## src/rtl/ps2_key_if.sv

```systemverilog
// Byte-stream / key-event bundle between the PS/2 receiver side and ps2_key_decoder.
// master drives bytes and observes key state; slave decodes bytes and drives key state.
interface ps2_key_if #(
   parameter int NUM_KEYS = 29,
   parameter int IDX_W    = 5
);
   logic [7:0]          recievedData;
   logic                recievedNewData;
   logic [NUM_KEYS-1:0] keyState;
   logic                keyEvent;
   logic [IDX_W-1:0]    keyIndex;
   logic                keyReleased;

   modport master (
      output recievedData, recievedNewData,
      input  keyState, keyEvent, keyIndex, keyReleased
   );

   modport slave (
      input  recievedData, recievedNewData,
      output keyState, keyEvent, keyIndex, keyReleased
   );
endinterface

```

## src/rtl/ps2_key_decoder.sv

```systemverilog
// PS/2 set-2 scan-code decoder: held-key vector plus one-cycle press/release events for 29 keys.
// Build option PS2_REPEAT_FILTER_EN suppresses press events for typematic repeats of held keys.
//
// state   | meaning
// IDLE    | waiting for a make code or a prefix byte
// BREAK   | F0 seen; next byte names the key being released
// EXT     | E0 seen; extended make codes are ignored
// EXT_BRK | E0 F0 seen; the next byte (extended break) is ignored
module ps2_key_decoder #(
   parameter int NUM_KEYS = 29,
   parameter int IDX_W    = 5
) (
   input logic      CLOCK_50,
   input logic      reset,
   ps2_key_if.slave ps2
);
   typedef enum logic [1:0] {IDLE, BREAK, EXT, EXT_BRK} state_t;

   localparam logic [7:0] CODE_BRK = 8'hF0;
   localparam logic [7:0] CODE_EXT = 8'hE0;

   state_t              state;
   logic                codeHit;
   logic [IDX_W-1:0]    codeIdx;
   logic [NUM_KEYS-1:0] keyMask;
   logic                isHeld;

   always_comb begin
      codeHit = 1'b1;
      codeIdx = '0;
      case (ps2.recievedData)
         8'h45: codeIdx = IDX_W'(0);
         8'h16: codeIdx = IDX_W'(1);
         8'h1E: codeIdx = IDX_W'(2);
         8'h26: codeIdx = IDX_W'(3);
         8'h25: codeIdx = IDX_W'(4);
         8'h2E: codeIdx = IDX_W'(5);
         8'h36: codeIdx = IDX_W'(6);
         8'h3D: codeIdx = IDX_W'(7);
         8'h3E: codeIdx = IDX_W'(8);
         8'h46: codeIdx = IDX_W'(9);
         8'h0E: codeIdx = IDX_W'(10);
         8'h4E: codeIdx = IDX_W'(11);
         8'h55: codeIdx = IDX_W'(12);
         8'h66: codeIdx = IDX_W'(13);
         8'h0D: codeIdx = IDX_W'(14);
         8'h15: codeIdx = IDX_W'(15);
         8'h1D: codeIdx = IDX_W'(16);
         8'h24: codeIdx = IDX_W'(17);
         8'h2D: codeIdx = IDX_W'(18);
         8'h2C: codeIdx = IDX_W'(19);
         8'h35: codeIdx = IDX_W'(20);
         8'h3C: codeIdx = IDX_W'(21);
         8'h43: codeIdx = IDX_W'(22);
         8'h44: codeIdx = IDX_W'(23);
         8'h4D: codeIdx = IDX_W'(24);
         8'h54: codeIdx = IDX_W'(25);
         8'h5B: codeIdx = IDX_W'(26);
         8'h5D: codeIdx = IDX_W'(27);
         8'h29: codeIdx = IDX_W'(28);
         default: codeHit = 1'b0;
      endcase
   end

   // One-hot mask keeps the held test and bit updates free of variable part-selects.
   always_comb begin
      keyMask = '0;
      if (codeHit) keyMask = NUM_KEYS'(1) << codeIdx;
      isHeld = |(ps2.keyState & keyMask);
   end

   always_ff @(posedge CLOCK_50 or posedge reset) begin
      if (reset) begin
         state           <= IDLE;
         ps2.keyState    <= '0;
         ps2.keyEvent    <= 1'b0;
         ps2.keyIndex    <= '0;
         ps2.keyReleased <= 1'b0;
      end else begin
         ps2.keyEvent <= 1'b0;
         if (ps2.recievedNewData) begin
            case (state)
               IDLE: begin
                  if (ps2.recievedData == CODE_BRK) begin
                     state <= BREAK;
                  end else if (ps2.recievedData == CODE_EXT) begin
                     state <= EXT;
                  end else if (codeHit) begin
                     ps2.keyState <= ps2.keyState | keyMask;
`ifdef PS2_REPEAT_FILTER_EN
                     if (!isHeld) begin
                        ps2.keyEvent    <= 1'b1;
                        ps2.keyIndex    <= codeIdx;
                        ps2.keyReleased <= 1'b0;
                     end
`else
                     ps2.keyEvent    <= 1'b1;
                     ps2.keyIndex    <= codeIdx;
                     ps2.keyReleased <= 1'b0;
`endif
                  end
               end
               BREAK: begin
                  state <= IDLE;
                  // Releasing a key that is not held is silently dropped.
                  if (codeHit && isHeld) begin
                     ps2.keyState    <= ps2.keyState & ~keyMask;
                     ps2.keyEvent    <= 1'b1;
                     ps2.keyIndex    <= codeIdx;
                     ps2.keyReleased <= 1'b1;
                  end
               end
               EXT: begin
                  state <= (ps2.recievedData == CODE_BRK) ? EXT_BRK : IDLE;
               end
               EXT_BRK: begin
                  state <= IDLE;
               end
               default: begin
                  state <= IDLE;
               end
            endcase
         end
      end
   end
endmodule

```

## src/flat_wrapper.sv

```systemverilog
// flat-port wrapper written by rule: the top's interface ports become plain ports
module ps2_key_decoder_flat 
#(
   parameter int NUM_KEYS = 29,
   parameter int IDX_W    = 5
)
  (CLOCK_50, reset, ps2_recievedData, ps2_recievedNewData, ps2_keyState, ps2_keyEvent, ps2_keyIndex, ps2_keyReleased);
  ps2_key_if #(.NUM_KEYS(NUM_KEYS), .IDX_W(IDX_W)) ps2_i ();
  input logic CLOCK_50;
  input logic reset;
  input wire logic [$bits(ps2_i.recievedData)-1:0] ps2_recievedData;
  input wire logic [$bits(ps2_i.recievedNewData)-1:0] ps2_recievedNewData;
  output wire logic [$bits(ps2_i.keyState)-1:0] ps2_keyState;
  output wire logic [$bits(ps2_i.keyEvent)-1:0] ps2_keyEvent;
  output wire logic [$bits(ps2_i.keyIndex)-1:0] ps2_keyIndex;
  output wire logic [$bits(ps2_i.keyReleased)-1:0] ps2_keyReleased;
  assign ps2_i.recievedData = ps2_recievedData;
  assign ps2_i.recievedNewData = ps2_recievedNewData;
  assign ps2_keyState = ps2_i.keyState;
  assign ps2_keyEvent = ps2_i.keyEvent;
  assign ps2_keyIndex = ps2_i.keyIndex;
  assign ps2_keyReleased = ps2_i.keyReleased;
  ps2_key_decoder #(.NUM_KEYS(NUM_KEYS), .IDX_W(IDX_W)) u_core (.CLOCK_50(CLOCK_50), .reset(reset), .ps2(ps2_i));
endmodule
```

## config.mk

```make
export PLATFORM = sky130hd
export DESIGN_NAME = ps2_key_decoder_flat
export DESIGN_NICKNAME = d
export VERILOG_FILES = /design/src/rtl/ps2_key_if.sv /design/src/rtl/ps2_key_decoder.sv /design/src/flat_wrapper.sv
export SDC_FILE = /design/constraint.sdc
export NUM_CORES = 1
export LEC_CHECK = 0
export BUFFER_PORTS_ARGS = -buffer_cell sky130_fd_sc_hd__buf_2
export CAP_MARGIN = 0
export CORE_AREA = 5 5 85 87
export DETAILED_ROUTE_END_ITERATION = 7
export DIE_AREA = 0 0 90 92
export PLACE_DENSITY_LB_ADDON = 0.25
export SYNTH_ARGS = -nofsm -noshare
export SYNTH_HDL_FRONTEND = slang
export SYNTH_SLANG_ARGS = --single-unit
```

## constraint.sdc

```tcl
create_clock -name CLOCK_50 -period 5.65 [get_ports CLOCK_50]
set_input_delay 0.8475 -clock CLOCK_50 [delete_from_list [all_inputs] [get_ports CLOCK_50]]
set_output_delay 0.8475 -clock CLOCK_50 [all_outputs]
set_load 0.005 [all_outputs]
```

==> impl_metrics.csv <==
group,metric,value,unit
run_status,outcome,"finished, final reports clean",
synth,yosys.area.top_type,"dfrtp_1",
die,fp-row-count,29,
placement,dp.cells,407,
final_layout,fin_util,48.3,%
power,power.density,209,nW/um^2
synth,ys.flop_type,"dfrtp_1",
placement,port_buffers,46,
grt,grt_pass1_vias,2534,
synth,synth_edf_count,0,
final_layout,syn2layout_area_growth,10.5,%
final_layout,final_cell_area,3030,sq um
clock_network,clk_pin_slew,0.08,ns
sta,whs,0.494,ns
setup_path,crit_arrival,4.46,ns
placement,gp_congestion,0.965,
synth,syn-num-nets,321,
final_layout,fillers,633,
drt,avgRoutedWirePerCell,20.4,microns
drt,dr.pass1.iters,5,
sta,fmax,232,MHz
synth,seq_area_frac_synth,34.7,%
worst_hold_path,min_path_type,"flip-flop to flip-flop",
clock_network,postCtsHoldBufs,0,
power,power_leakage,1.36,nW
synth,ys_top_cells_by_area,"dfrtp_1, a21oi_1, a31oi_1",
synth,synthesis.instances,310,
grt,grt_start_max_net_pins,39,
synth,synth-seq-cells,38,
sta,finalMaxSlewViolations,0,
setup_path,critical_path.max_fanout,20,
sta,fin_skew,0.00478,ns
synth,ys_types,63,
die,start_util,43.7,%
die,dieArea,8280,sq um
clock_network,htree_levels,2,
clock_network,clock_latency,0.29,ns
placement,hpwl,6.18,mm
die,die_h,92,microns
clock_network,cts_max_path_buffers,2,
sta,rsz0062_at_grt,"false",
drt,viasPerCell,6.57,
grt,grt_pass1_wl,13.7,mm
drt,drt-total-wl,8.48,mm
power,ir_drop,0.112,mV
drt,num_vias,2726,
sta,setup_violations,0,
grt,grt-ovfl-total,0,
clock_network,cts_buffers,5,
placement,place_ws,1.12,ns
die,pin_count,47,
final_layout,drive_gt1_share,20.4,%
synth,synthArstFlopShare,100,%
clock_network,cts_resized,0,
power,finalPower,634,uW
sta,period_needed,4.31,ns
setup_path,crit_type,"primary input to flip-flop",
sta,period_share,76.3,%
sta,tns,0,ns
setup_path,cp_data_required_time,5.80,ns
sta,hold_viol,0,
drt,route.detailed.drc,0,
final_layout,nets,348,
clock_network,cts_sinks,38,
grt,grt_usage,20.3,%
final_layout,layout.cells.non_filler,415,
synth,yosysTopAreaCellShare,34.7,%
job,drv_cap,0,
final_layout,antenna_cells,0,
setup_path,end_kind,"flip-flop",
setup_path,startpoint_type,"primary input",
die,core_area,6280,sq um
grt,antenna_found_initial,0,
clock_network,cts_tree,"yes",
sta,max-slew-margin-rel,30.7,%
synth,syn_area_per_cell,8.85,sq um
clock_network,postCtsSetupBuffers,0,
placement,place_area,2940,sq um
die,die_x,90,microns
synth,synth_area,2740,sq um
sta,setup_ws,1.34,ns
sta,worstMarginPinSlew,1.04,ns
drt,ant_nets,0,
clock_network,cts-root-buf,"clkbuf_8",
synth,yosysWarnings,0,
drt,drtIter0Drc,280,
-- final timing paths --
kind / start / end / cells past startpoint / slack, ns
min in group asynchronous: reset / asynchronous set/reset pin / 3 / 0.66
worst max-delay path: ps2_recievedData[6] / flip-flop / 11 / 1.34
worst min register to register: u_core.ps2.keyIndex[2] / u_core.ps2.keyIndex[2] / 1 / 0.49
worst max register to register: flip-flop / flip-flop / 10 / 2.44
worst min-delay path: u_core.ps2.keyIndex[2] / u_core.ps2.keyIndex[2] / 1 / 0.49
max in group asynchronous: reset / asynchronous set/reset pin / 3 / 4.66
-- synth_stat cells, types with 2 or more instances --
library cell	number
or4b_1	4
a2111oi_0	2
nor3_1	7
a41oi_1	11
or4_1	2
nor2_1	15
nand4bb_1	2
nor4_1	5
o21ai_0	16
clkbuf_1	9
nand3_1	6
buf_6	5
inv_1	11
nand4_1	5
or4bb_1	2
o22ai_1	2
buf_2	16
nand2_1	11
buf_4	3
nor3b_1	7
and4b_1	3
dfrtp_1	38
nand3b_1	5
mux2_1	3
and3_1	6
mux2i_1	6
nor2b_1	9
o211ai_1	2
and2_1	4
a31oi_1	19
a22oi_1	4
a21oi_1	26
nand4b_1	3
o21a_1	3
a2bb2oi_1	2
a22o_1	2
nand2b_1	5
nor4bb_1	4
-- power by group --
| group | total [mW] | leakage [nW] | internal, mW | switching, mW |
|---|---|---|---|---|
| clock | 0.199 | 0.0472 | 0.0982 | 0.101 |
| combinational | 0.122 | 0.796 | 0.0497 | 0.0721 |
| sequential | 0.313 | 0.519 | 0.294 | 0.0186 |
| total | 0.634 | 1.36 | 0.442 | 0.191 |
-- cell families (layout without fill, tap and decap cells) --
kind of cell	count (synthesis)	after routing	synth area share, %
AOI/OAI and AO/OA	103	103	25.0
xor gates and xnor gates	1	1	0.319
buffers and inverters	44	72	8.53
DFF	38	38	34.7
muxes	10	10	3.83
and+or+nand+nor	114	114	27.6
-- cells in the final DEF, fill, tap and decap left out, drive strengths merged, types with 3 or more instances in the layout --
cell type  netlist  final
nand3b           5      5
nand4b           3      3
nand2b           5      5
buf             24     53
nand3            7      7
clkbuf           9      6
nor3             7      7
o21ai           16     16
nor4bb           4      4
inv             11     11
nor2b            9      9
mux2i            6      6
nand2           11     11
nor4b            3      3
nor4             5      5
a31oi           19     19
nand4            5      5
o21a             3      3
a21oi           26     26
and4b            3      3
or4b             4      4
dfrtp           38     38
mux2             4      4
nor2            15     15
nor3b            7      7
a41oi           11     11
and2             5      5
a22oi            4      4
and3             6      6
-- area by class of cell --
class | instances | area (sq um) | share of cell area, %
Clock buffer | 6 | 82.6 | 2.73
Tap cell | 77 | 96.3 | 3.18
Sequential cell | 38 | 951 | 31.4
Clock inverter | 2 | 12.5 | 0.413
Timing Repair Buffer | 53 | 283 | 9.33
Multi-Input combinational cell | 228 | 1560 | 51.6
Inverter | 11 | 41.3 | 1.36
-- routing by layer --
layer	vias up	global-route usage, %	wire (microns)
met5	-	0	0
met4	0	5.33	148
met3	15	4.42	676
met2	133	31.4	3880
met1	1327	28.9	3780
li1	1251	-	-
-- critical path, stage by stage --
cell and delay (ns):
buf_2 0.28, nor4b_2 0.90, and2_1 0.28, a2111oi_0 0.10, nand3_1 0.27, or4b_1 0.52
o21a_1 0.23, a211oi_2 0.42, buf_4 0.30, and2_1 0.21, a21oi_1 0.08
Power figures use the tool's default switching activity.
